===== config.mk =====
export PLATFORM = sky130hd
export DESIGN_NAME = fifo_regs_prog_th
export DESIGN_NICKNAME = d
export VERILOG_FILES = /design/src/rtl/fifo_regs_prog_th.sv
export SDC_FILE = /design/constraint.sdc
export NUM_CORES = 1
export LEC_CHECK = 0
export BUFFER_PORTS_ARGS = -buffer_cell sky130_fd_sc_hd__buf_2
export CAP_MARGIN = 25
export CORE_UTILIZATION = 30
export DETAILED_ROUTE_END_ITERATION = 12
export GPL_TIMING_DRIVEN = 0
export PLACE_DENSITY_LB_ADDON = 0.25
export REMOVE_ABC_BUFFERS = 1
export SYNTH_ARGS = -nofsm -noshare
export SYNTH_HDL_FRONTEND = slang
export SYNTH_SLANG_ARGS = --single-unit

===== constraint.sdc =====
create_clock -name clk -period 2.1 [get_ports clk]
set_clock_uncertainty 0.2 [all_clocks]
set_input_delay 0.105 -clock clk [delete_from_list [all_inputs] [get_ports clk]]
set_output_delay 0.105 -clock clk [all_outputs]
set_load 0.05 [all_outputs]

===== src/rtl/fifo_regs_prog_th.sv =====
// Register FIFO with programmable almost-full/empty thresholds, flush and sticky errors; FWFT (0-cycle) or registered (1-cycle) read.
// Writes are dropped at full and reads at empty; optional high-water mark is built under FIFO_REGS_PEAK_EN.
module fifo_regs_prog_th #(
  parameter  int DW        = 32,
  parameter  int DEPTH     = 4,
  parameter  int FWFT_MODE = 1,
  localparam int CW        = $clog2(DEPTH + 1)
) (
  input  logic          clk,
  input  logic          rst_n,
  input  logic          wen,
  input  logic [DW-1:0] din,
  input  logic          ren,
  output logic [DW-1:0] dout,
  output logic          full,
  output logic          empty,
  output logic          almost_full,
  output logic          almost_empty,
  input  logic [CW-1:0] af_th,
  input  logic [CW-1:0] ae_th,
  input  logic          flush,
  output logic          overflow,
  output logic          underflow,
  input  logic          err_clr,
  output logic [CW-1:0] data_cnt,
  output logic [CW-1:0] peak_cnt
);

  localparam int PW = (DEPTH > 2) ? $clog2(DEPTH) : 1;

  logic [DW-1:0] mem_q [DEPTH];
  logic [DW-1:0] mem_d [DEPTH];
  logic [PW-1:0] wptr_q, wptr_d;
  logic [PW-1:0] rptr_q, rptr_d;
  logic [CW-1:0] cnt_q, cnt_d;
  logic          full_q, full_d;
  logic          empty_q, empty_d;
  logic          ovf_q, ovf_d;
  logic          udf_q, udf_d;
  logic          wr_acc, rd_acc;

  function automatic logic [PW-1:0] ptr_inc(input logic [PW-1:0] p);
    return (p == PW'(DEPTH - 1)) ? '0 : p + PW'(1);
  endfunction

  // Acceptance uses the registered flags, so same-edge read/write never unblock each other.
  assign wr_acc = wen & ~full_q & ~flush;
  assign rd_acc = ren & ~empty_q & ~flush;

  always_comb begin
    mem_d  = mem_q;
    wptr_d = wptr_q;
    rptr_d = rptr_q;
    cnt_d  = cnt_q;
    if (flush) begin
      wptr_d = '0;
      rptr_d = '0;
      cnt_d  = '0;
    end else begin
      if (wr_acc) begin
        mem_d[wptr_q] = din;
        wptr_d        = ptr_inc(wptr_q);
      end
      if (rd_acc) begin
        rptr_d = ptr_inc(rptr_q);
      end
      if (wr_acc && !rd_acc) begin
        cnt_d = cnt_q + CW'(1);
      end else if (rd_acc && !wr_acc) begin
        cnt_d = cnt_q - CW'(1);
      end
    end
    full_d  = (cnt_d == CW'(DEPTH));
    empty_d = (cnt_d == '0);
  end

  // Error flags: a new error in the same cycle as err_clr keeps the flag set.
  always_comb begin
    ovf_d = ovf_q & ~err_clr;
    udf_d = udf_q & ~err_clr;
    if (wen && full_q && !flush) begin
      ovf_d = 1'b1;
    end
    if (ren && empty_q && !flush) begin
      udf_d = 1'b1;
    end
  end

  always_ff @(posedge clk or negedge rst_n) begin
    if (!rst_n) begin
      wptr_q  <= '0;
      rptr_q  <= '0;
      cnt_q   <= '0;
      full_q  <= 1'b0;
      empty_q <= 1'b1;
      ovf_q   <= 1'b0;
      udf_q   <= 1'b0;
    end else begin
      wptr_q  <= wptr_d;
      rptr_q  <= rptr_d;
      cnt_q   <= cnt_d;
      full_q  <= full_d;
      empty_q <= empty_d;
      ovf_q   <= ovf_d;
      udf_q   <= udf_d;
    end
  end

  // Storage is deliberately not reset; contents are qualified by empty.
  always_ff @(posedge clk) begin
    mem_q <= mem_d;
  end

  generate
    if (FWFT_MODE != 0) begin : g_fwft
      assign dout = mem_q[rptr_q];
    end else begin : g_std
      logic [DW-1:0] dout_q, dout_d;

      always_comb begin
        dout_d = dout_q;
        if (rd_acc) begin
          dout_d = mem_q[rptr_q];
        end
      end

      always_ff @(posedge clk or negedge rst_n) begin
        if (!rst_n) begin
          dout_q <= '0;
        end else begin
          dout_q <= dout_d;
        end
      end

      assign dout = dout_q;
    end
  endgenerate

`ifdef FIFO_REGS_PEAK_EN
  logic [CW-1:0] peak_q, peak_d;

  always_comb begin
    peak_d = peak_q;
    if (flush || err_clr) begin
      peak_d = '0;
    end else if (cnt_d > peak_q) begin
      peak_d = cnt_d;
    end
  end

  always_ff @(posedge clk or negedge rst_n) begin
    if (!rst_n) begin
      peak_q <= '0;
    end else begin
      peak_q <= peak_d;
    end
  end

  assign peak_cnt = peak_q;
`else
  assign peak_cnt = '0;
`endif

  assign data_cnt     = cnt_q;
  assign full         = full_q;
  assign empty        = empty_q;
  assign overflow     = ovf_q;
  assign underflow    = udf_q;
  assign almost_full  = (cnt_q >= af_th);
  assign almost_empty = (cnt_q <= ae_th);

endmodule


### Word-level counts from Yosys, hierarchy flattened

Cells that the tools add are included.

* muxes and demuxes: 17
* reductions and logical operators: 14
* add/subtract/negate cells: 4
* magnitude comparators: 5
* eq/ne operators: 3
* bitwise gates (word level): 12

Operators with widths (count)
* bitwise mux 128 bit: 1
* two-way mux 32 bit: 3
* binary-select mux 32 bit (select 2 bit): 1
* demux 32 bit (select 2 bit): 1
* two-way mux 2 bit: 6
* two-way mux 3 bit: 3
* logical AND 1 bit: 7
* bitwise AND 1 bit: 6
* >= comparator 3 bit (second input constant): 2
* NOT 2 -> 3 bit: 2
* adder 2 x 1 -> 2 bit (second input constant): 2
* equality test 2 bit (second input constant): 2
* NOT 1 bit: 4
* nonzero test 2 bit: 2
* adder 3 x 1 -> 3 bit (second input constant): 1
* equality test 3 bit (second input constant): 1
* >= comparator 3 bit: 1
* less-or-equal comparator 3 bit: 1
* zero test 1 bit: 3
* zero test 3 bit: 1
* < comparator 3 x 1 -> 1 bit (second input constant): 1
* subtractor 3 x 1 -> 3 bit (second input constant): 1
* two-way mux 1 bit: 2
* AND reduction 2 bit: 1

* word-level logic and storage cells: 66
* output and inout bits: 44
* input port bits: 44
* register bits: 139

### Longest topological paths before layout

Gate-level depths: netlist of run 1.

* depth after elaboration: 9
* gate-level depth with buffers: 6

### Least setup slack after synthesis of run 1

Ideal clock, no wire load.

* kind: reg2out
* start point: register cnt_q[1] (netlist: data_cnt[1])
* end point: output port almost_empty
* required time: 1795 ps
* arrival time: 2391 ps
* slack: -596 ps
* path buffers: 0
* stages on the path, launching flop included: 5
* cells stage by stage: dfrtp_1 -> ha_1 -> nor2b_1 -> o21a_1 -> o21ai_0

* longest elaborated chain between the ends: 1

Ends and longest elaborated chain
* start, declared: line 35 `logic [CW-1:0] cnt_q, cnt_d;`
* start signal, assigned: line 101 `cnt_q <= cnt_d;`
* less-or-equal comparator 3 bit: line 170 `assign almost_empty = (cnt_q <= ae_th);`
* end, declared: line 18 `output logic almost_empty,`

Every way passes these cells.

### Final worst setup path of run 1

* start point: register rptr_q[0]
* end point: output port dout[22]

* longest elaborated chain between the ends: 4

Ends and longest elaborated chain
* start, declared: line 34 `logic [PW-1:0] rptr_q, rptr_d;`
* start signal, assigned: line 100 `rptr_q <= rptr_d;`
* NOT 2 -> 3 bit (implied by the code): line 116 `assign dout = mem_q[rptr_q];`
* binary-select mux 32 bit (select 2 bit): line 116
* two-way mux 32 bit (implied by the code) (2 in series): line 116
* end, declared: line 14 `output logic [DW-1:0] dout,`

Every way passes these cells. The select of a mux whose other input is x is not followed.

==> results of run 1 <==
[how the worst max path moves through the flow]
| stage | start | end | cells after the start |
|---|---|---|---|
| detailed placement | rptr_q[0] | dout[22] | 3 |
| CTS | rptr_q[0] | dout[22] | 3 |
| global placement | rptr_q[0] | dout[0] | 2 |
| global route | rptr_q[0] | dout[18] | 3 |
| floorplan | data_cnt[1] | almost_empty | 4 |
| finish | rptr_q[0] | dout[22] | 3 |
[repair_timing]
action | 4_1_cts | 5_1_grt
cloned | 1 | 0
endpoints found under the hold margin | 150 | 0
buffers inserted | 5 | 0
hold buffers | 39 | 0
endpoints found under the setup margin | 34 | 77
pin swaps | 0 | 1
resized for setup | 78 | 9
[cell type report]
cell class | instances | area (sq um) | area share [%]
clock buffers | 17 | 425 | 5.63
clock inverters | 15 | 155 | 2.05
inverters | 11 | 41.3 | 0.546
multi-input cells | 100 | 1290 | 17.1
flip-flops and latches | 139 | 4130 | 54.6
well taps | 229 | 287 | 3.79
repair buffers | 135 | 1230 | 16.3
[layer usage]
| layer | vias up | share of wire, % |
|---|---|---|
| met2 | 87 | 52 |
| met3 | 17 | 4.8 |
| li1 | 1345 | - |
| met1 | 1513 | 42 |
| met5 | - | 0 |
| met4 | 0 | 1.5 |
[stage by stage]
stage / area (sq um) / setup TNS, ps
after floorplan: 5390 / -48020
after global placement: 6100 / -148490
after CTS: 7500 / -1510
final: 7560 / -135
after global routing: 7560 / -2010
after detailed placement: 6220 / 0
[flip-flops by register name, summed over array words and instances (netlist names)]
| register | flops |
|---|---|
| full | 1 |
| rptr_q | 2 |
| data_cnt | 3 |
| underflow | 1 |
| mem_q | 128 |
| wptr_q | 2 |
| empty | 1 |
| overflow | 1 |
[cells by family after synthesis]
| kind of cell | share of synthesized area [%] |
|---|---|
| buf+inv | 2.47 |
| compound gates | 2.12 |
| simple gates | 3.43 |
| fa+ha+maj | 2.74 |
| other cells | 0.0685 |
| mux | 13.2 |
| flops | 75.2 |
| xor+xnor | 0.777 |
[power by group through the flow]
stage	logic, uW	registers (uW)	clock network [uW]
after global placement	1560	3420	0
after CTS	2110	3270	2990
final	2130	3270	2900
after global routing	2270	3290	3090
after detailed placement	1700	3350	0
after floorplan	1100	3490	0
[critical path, delay by kind of cell, from the launching register on]
family | cells | cell delay (ps)
DFF | 1 | 490
buffers and inverters | 2 | 350
muxes | 1 | 540
[cells in the final DEF, fill, tap and decap left out, types with 3 or more instances in the layout]
master / netlist / final
sky130_fd_sc_hd__dlygate4sd3_1: 0 / 39
sky130_fd_sc_hd__mux4_2: 32 / 32
sky130_fd_sc_hd__conb_1: 1 / 3
sky130_fd_sc_hd__buf_6: 1 / 35
sky130_fd_sc_hd__nand3_1: 4 / 4
sky130_fd_sc_hd__inv_8: 0 / 3
sky130_fd_sc_hd__buf_4: 8 / 3
sky130_fd_sc_hd__nor3_1: 4 / 4
sky130_fd_sc_hd__clkinvlp_4: 0 / 4
sky130_fd_sc_hd__inv_1: 11 / 10
sky130_fd_sc_hd__and3_4: 0 / 3
sky130_fd_sc_hd__buf_12: 0 / 6
sky130_fd_sc_hd__inv_6: 0 / 5
sky130_fd_sc_hd__nand2_1: 5 / 5
sky130_fd_sc_hd__edfxtp_1: 128 / 128
sky130_fd_sc_hd__dfrtp_1: 10 / 7
sky130_fd_sc_hd__clkbuf_16: 0 / 17
sky130_fd_sc_hd__ha_1: 12 / 10
sky130_fd_sc_hd__a21oi_1: 5 / 5
sky130_fd_sc_hd__nor2_1: 5 / 5
sky130_fd_sc_hd__buf_2: 3 / 50
==> metrics.log, run 1 <==
[metrics] critical path data arrival time: around 1800 ps
[metrics] type of element launching the critical path: flip-flop
[metrics] final hold viol count: 0
[metrics] Starting Density: a little under a third
[metrics] register share of total power: 39.4%
[metrics] antenna fix cells: 0
[metrics] kind of path behind the tightest hold check: in -> reg
[metrics] final setup slack of the worst path: -23.6 ps
[metrics] average detailed-routed wire length per instance: around 17 um
[metrics] Min Clock Period, post-route: 2120 ps
[metrics] reported net switching power: 2570 uW
[metrics] final routed DRC violation total: 0
[metrics] RSZ-0062 raised after global routing: true
[metrics] leakage power: 0.00269 uW
[metrics] total power: 8300 uW
[metrics] final core utilization: 42.2%
[metrics] Critical-path top delay cell: sky130_fd_sc_hd__mux4_2
[metrics] Synth area leader: sky130_fd_sc_hd__edfxtp_1
[metrics] number of standard cells in the final layout excluding fillers: around 650
[metrics] number of global-route vias before repair: roughly 3,200
[metrics] remaining antenna violation count after routing: 0
[metrics] Iteration-0 DRC Markers: 117
[metrics] Async SR Flop Fraction: between 7 and 8%
[metrics] instance count of the mapped netlist: about 260
[metrics] critical register-to-register path endpoint: empty
[metrics] most used routing layer: met2
[metrics] violated checks: negative setup slack
[metrics] total overflow reported by the global router: 0
[metrics] layout cell share with drive strength beyond 1: 43.2%
[metrics] Total Wirelength: 11,100 um
[metrics] top cell types by occurrence after synthesis: 128 x sky130_fd_sc_hd__edfxtp_1, 32 x sky130_fd_sc_hd__mux4_2, 12 x sky130_fd_sc_hd__ha_1
[metrics] Logic pwr share: 25.6%
[metrics] pre-CTS setup slack: 21.7 ps
[metrics] first-pass GRT wire length: 17,400 um
[metrics] routing usage on met1: 15.0%
[metrics] register area share after synthesis: about three quarters
[metrics] global routing usage on met3: 4.41%
[metrics] endpoint of the worst hold path: mem_q[112]
[metrics] core area: approximately 18,000 sq um
[metrics] maximum buffer depth of the clock tree: 2
[metrics] highest ir drop seen on vdd: 589 uV
[metrics] depth of the worst register-to-register path: 6
[metrics] number of flops mapped to enable cells by yosys: 128
[metrics] setup slack on the worst flop-to-flop path: about 120 ps
[metrics] most frequent cell after synthesis: sky130_fd_sc_hd__edfxtp_1
[metrics] power per cell area: 1100 nW/um^2
[metrics] dominant register cell in the synthesized netlist: sky130_fd_sc_hd__edfxtp_1
[metrics] die span in x: roughly 140 um
[metrics] clock tree from TritonCTS: done
[metrics] number of max-cap violations: 0
[metrics] Mapped Area: 5480 sq um
[metrics] instance count along the most critical hold path: 2
[metrics] full die area: 18,800 sq um
[metrics] total half-perimeter wirelength after legalization and detailed placement: 6740 um
[metrics] via count: 2,962
[metrics] endpoint class of the critical path: primary output
[metrics] Cell variety after synth: 35
[metrics] number of top-level pins: 88
[metrics] smallest hold slack: around 240 ps
[metrics] R2R Path Start: data_cnt[1]
[metrics] standard-cell rows: 49
[metrics] cell count after placement: between 500 and 600
[metrics] final RePlAce weighted congestion: between 0.6 and 0.7
[metrics] number of nets in the finished design: 460
[metrics] Data required, critical path: ~1800 ps
[metrics] IO Port Bufs: 84
[metrics] internal portion of total power: 5740 uW
[metrics] maximum fanout along the worst path: 12
[metrics] fraction of met2 tracks used by global routing: 22.3%
[metrics] source-to-sink clock delay at the later pin of the worst-skew pair: 420 ps
[metrics] H-Tree Level Count: 4
[metrics] register bit count reported by yosys: 139
[metrics] clock share of power: around a third
[metrics] largest net degree at the start of global routing: 25
[metrics] f_max: about 0.47 GHz
[metrics] Yosys top cell area share: 70.2%
[metrics] All-Layer GR Usage: 13.1%
[metrics] total of endpoints with negative setup slack in the final report: 13
[metrics] number of fill cells: 1,609
[metrics] clock buffer count from CTS: 17
[metrics] number of iterations in the first detailed-routing pass: 4
[metrics] library cell used as clock root buffer: sky130_fd_sc_hd__clkbuf_16
[metrics] Yosys Warn Count: 0
[metrics] list of cells traversed by the critical path: buf_16 -> mux4_2 -> buf_6
[metrics] number of antenna violations at the first check in global routing: 0
[metrics] switching share of total power: 30.9%
[metrics] height of the chip: 137 um
[metrics] final worst path period share: 101%
[metrics] most area-consuming cells after synthesis: sky130_fd_sc_hd__edfxtp_1 70%, sky130_fd_sc_hd__mux4_2 13%, sky130_fd_sc_hd__dfrtp_1 4.6%, sky130_fd_sc_hd__ha_1 2.7%, sky130_fd_sc_hd__buf_4 1.1%
[metrics] classification of the worst setup path: reg -> out
[metrics] Layout Area Growth over Synthesis: 38.0%
[metrics] clock-pin slew on the worst setup and hold paths: about 70 ps
[metrics] vias per cell: between 4 and 5
[metrics] startpoint of the most critical hold path: din[16]
[metrics] Critical Path Max Stage Delay: approximately 540 ps
[metrics] run status: finished with violations
[metrics] Syn Area/Cell: 20.9 sq um
[metrics] Pins Over Slew Limit: 0
[metrics] Num Clock Sinks: 139
Power figures use the tool's default switching activity.
==> run 2, diff against run 1 <==
--- a/config.mk
+++ b/config.mk
@@ -5,9 +5,11 @@
 export SDC_FILE = /design/constraint.sdc
 export NUM_CORES = 1
 export LEC_CHECK = 0
+export ABC_CLOCK_PERIOD_IN_PS = 2100
 export BUFFER_PORTS_ARGS = -buffer_cell sky130_fd_sc_hd__buf_2
 export CAP_MARGIN = 25
 export CORE_UTILIZATION = 30
+export CTS_BUF_LIST = sky130_fd_sc_hd__clkbuf_2
 export DETAILED_ROUTE_END_ITERATION = 12
 export GPL_TIMING_DRIVEN = 0
 export PLACE_DENSITY_LB_ADDON = 0.25
==> run 2 against run 1 <==
- register-to-register slack got worse by 20 ps
- cell count grew 6.2%
- core utilization up 0.62 points
- hold slack got worse by 69 ps
- the flow still finishes with violations (negative setup slack)
- die area unchanged
- non-clock buffer count rose by 40
- fmax shrank 14%
- highest routed layer unchanged
- setup slack got worse by 350 ps
- global-route usage is 0.24 points higher
- wire length grew 3.1%
- combinational power grew 8%
==> metrics.log, run 2 (synthesis results as in run 1) <==
[metrics] number of global-route vias before repair: 3,384 (was 3,234)
[metrics] source-to-sink clock delay at the later pin of the worst-skew pair: 700 ps (was 420 ps)
[metrics] average detailed-routed wire length per instance: 16.7 um (was 17.2 um)
[metrics] clock tree from TritonCTS: done (unchanged)
[metrics] register ranked first by flip-flop count: mem_q (unchanged)
[metrics] power per cell area: 928 nW/um^2 (was 1100 nW/um^2)
[metrics] Iteration-0 DRC Markers: 129 (was 117)
[metrics] total of endpoints with negative setup slack in the final report: 34 (was 13)
[metrics] number of max-cap violations: 0 (unchanged)
[metrics] first-pass GRT wire length: 17,900 um (was 17,400 um)
[metrics] antenna fix cells: 0 (unchanged)
[metrics] run status: finished with violations (unchanged)
[metrics] slew at the pin with the worst max-slew slack: 530 ps
[metrics] highest ir drop seen on vdd: 515 uV (was 589 uV)
[metrics] type of element launching the critical path: flip-flop (unchanged)
[metrics] maximum buffer depth of the clock tree: 2 (unchanged)
[metrics] Data required, critical path: 1790 ps (about the same)
[metrics] violated checks: negative setup slack (unchanged)
[metrics] classification of the worst setup path: reg -> out (unchanged)
[metrics] final routed DRC violation total: 0 (unchanged)
[metrics] final setup slack of the worst path: -370 ps (was -23.6 ps)
[metrics] setup_tns: -11,580 ps (was -135 ps)
[metrics] largest net degree at the start of global routing: 25 (unchanged)
[metrics] number of top-level pins: 88 (unchanged)
[metrics] final design instance area without fill: 7670 sq um (was 7560 sq um)
[metrics] endpoint class of the critical path: primary output (unchanged)
[metrics] kind of path behind the tightest hold check: in -> async (was in -> reg)
[metrics] Layout Area Growth over Synthesis: 40.0% (was 38.0%)
[metrics] full die area: 18,800 sq um (unchanged)
[metrics] standard-cell rows: 49 (unchanged)
[metrics] total half-perimeter wirelength after legalization and detailed placement: 6740 um (unchanged)
[metrics] clock buffer count from CTS: 17 (unchanged)
[metrics] H-Tree Level Count: 4 (unchanged)
[metrics] Pins Over Slew Limit: 0 (unchanged)
[metrics] critical path data arrival time: 2170 ps (was 1820 ps)
[metrics] vias per cell: 4.52 (was 4.59)
[metrics] most common library cell in the layout ignoring fill and taps: sky130_fd_sc_hd__edfxtp_1 (unchanged)
[metrics] Starting Density: 30.6% (unchanged)
[metrics] clock-pin slew on the worst setup and hold paths: 240 ps (was 70 ps)
[metrics] All-Layer GR Usage: 13.3% (was 13.1%)
[metrics] height of the chip: 137 um (unchanged)
[metrics] cell area after placement: 6220 sq um (unchanged)
[metrics] library cell used as clock root buffer: sky130_fd_sc_hd__clkbuf_2 (was sky130_fd_sc_hd__clkbuf_16)
[metrics] number of nets in the finished design: 500 (was 460)
[metrics] layout cell share with drive strength beyond 1: 40.9% (was 43.2%)
[metrics] number of antenna violations at the first check in global routing: 0 (unchanged)
[metrics] IO Port Bufs: 84 (unchanged)
[metrics] leakage power: 0.00273 uW (was 0.00269 uW)
[metrics] core area: 17,900 sq um (unchanged)
[metrics] total overflow reported by the global router: 0 (unchanged)
[metrics] Min Clock Period, post-route: 2470 ps (was 2120 ps)
[metrics] final hold viol count: 0 (unchanged)
[metrics] die span in x: 137 um (unchanged)
[metrics] most frequent cells in the layout: 128 x sky130_fd_sc_hd__edfxtp_1, 77 x sky130_fd_sc_hd__dlygate4sd3_1, 49 x sky130_fd_sc_hd__buf_2 (was 128 x sky130_fd_sc_hd__edfxtp_1, 50 x sky130_fd_sc_hd__buf_2, 39 x sky130_fd_sc_hd__dlygate4sd3_1)
[metrics] remaining antenna violation count after routing: 0 (unchanged)
[metrics] Num Clock Sinks: 139 (unchanged)
[metrics] Total Wirelength: 11,500 um (was 11,100 um)
[metrics] relative slew slack: 64.6%
[metrics] number of iterations in the first detailed-routing pass: 4 (unchanged)
[metrics] via count: 3,098 (was 2,962)
[metrics] final worst path period share: 118% (was 101%)
[metrics] maximum fanout along the worst path: 12 (unchanged)
[metrics] f_max: 0.405 GHz (was 0.471 GHz)
[metrics] RSZ-0062 raised after global routing: true (unchanged)
[metrics] number of fill cells: 1,602 (was 1,609)
[metrics] final RePlAce weighted congestion: 0.677 (unchanged)
[metrics] max reg flops: 128 (unchanged)
run 2: cell count changes in the layout (fill, tap and decap cells not counted), moves of 2 or more:
cell,before,now
sky130_fd_sc_hd__ha_1,10,8
sky130_fd_sc_hd__clkbuf_16,17,0
sky130_fd_sc_hd__dlygate4sd3_1,39,77
sky130_fd_sc_hd__clkbuf_2,0,17
sky130_fd_sc_hd__buf_4,3,5
sky130_fd_sc_hd__ha_4,2,4
run 2: layout make-up:
type / count / area (sq um) / share of cell area, %
Sequential cell: 139 / 4130 / 53.8
Timing Repair Buffer: 175 / 1630 / 21.3
Multi-Input combinational cell: 100 / 1340 / 17.5
Clock buffer: 17 / 85.1 / 1.11
Inverter: 11 / 41.3 / 0.539
Clock inverter: 15 / 155 / 2.02
Tap cell: 229 / 287 / 3.74
run 2: through the flow:
| step | worst slack (ps) | hold slack [ps] | cells | utilization, % | total power (uW) |
|---|---|---|---|---|---|
| 3_5_place_dp | 21.7 | -204 | 569 | 34.8 | 5050 |
| 6_report | -370 | 167 | 686 | 42.8 | 7120 |
| 2_1_floorplan | -596 | -391 | 250 | - | 4590 |
| 5_1_grt | -526 | 89.2 | 686 | 42.8 | 7470 |
| 3_3_place_gp | -1230 | -204 | 563 | 34.1 | 4980 |
| 4_1_cts | -504 | 59.1 | 687 | 42.7 | 7180 |
run 2: per-layer routing:
layer  vias to the layer above  routed length [um]  global-route usage (%)
li1                       1430                   -                       -
met1                      1563                4880                    15.5
met2                        86                5820                    22.4
met3                        19                 537                    3.78
met4                         0                 237                    6.41
met5                         -                   0                       0
run 2: path summary, 6_finish.rpt:
check | cells after the start | slack (ps) | end | startpoint
min in group clk | 5 | 170 | wptr_q[1] | wen
min reg2reg | 1 | 320 | overflow | overflow
min | 3 | 170 | data_cnt[0] | rst_n
max in group asynchronous | 3 | 1140 | rptr_q[0] | rst_n
max | 3 | -370 | dout[22] | rptr_q[0]
max reg2reg | 7 | 100 | full | data_cnt[1]
run 2: what timing repair did:
action                                  4_1_cts  5_1_grt
buffers inserted                              8        0
pin swaps                                     3        5
hold buffers                                 77        0
hold endpoints to repair                    192        0
gates cloned                                  1        0
endpoints found under the setup margin       38       39
gates resized for setup                      91        7
run 2: report_power, final:
part           switching (uW)  internal, uW  total (uW)
Combinational            1300           997        2290
Sequential               86.4          3180        3260
Clock                    1090           473        1560
run 2: worst max-delay path: stages (launching register included):
cell                      delay, ps
sky130_fd_sc_hd__dfrtp_4        550
sky130_fd_sc_hd__buf_16         180
sky130_fd_sc_hd__mux4_2         530
sky130_fd_sc_hd__buf_6          170
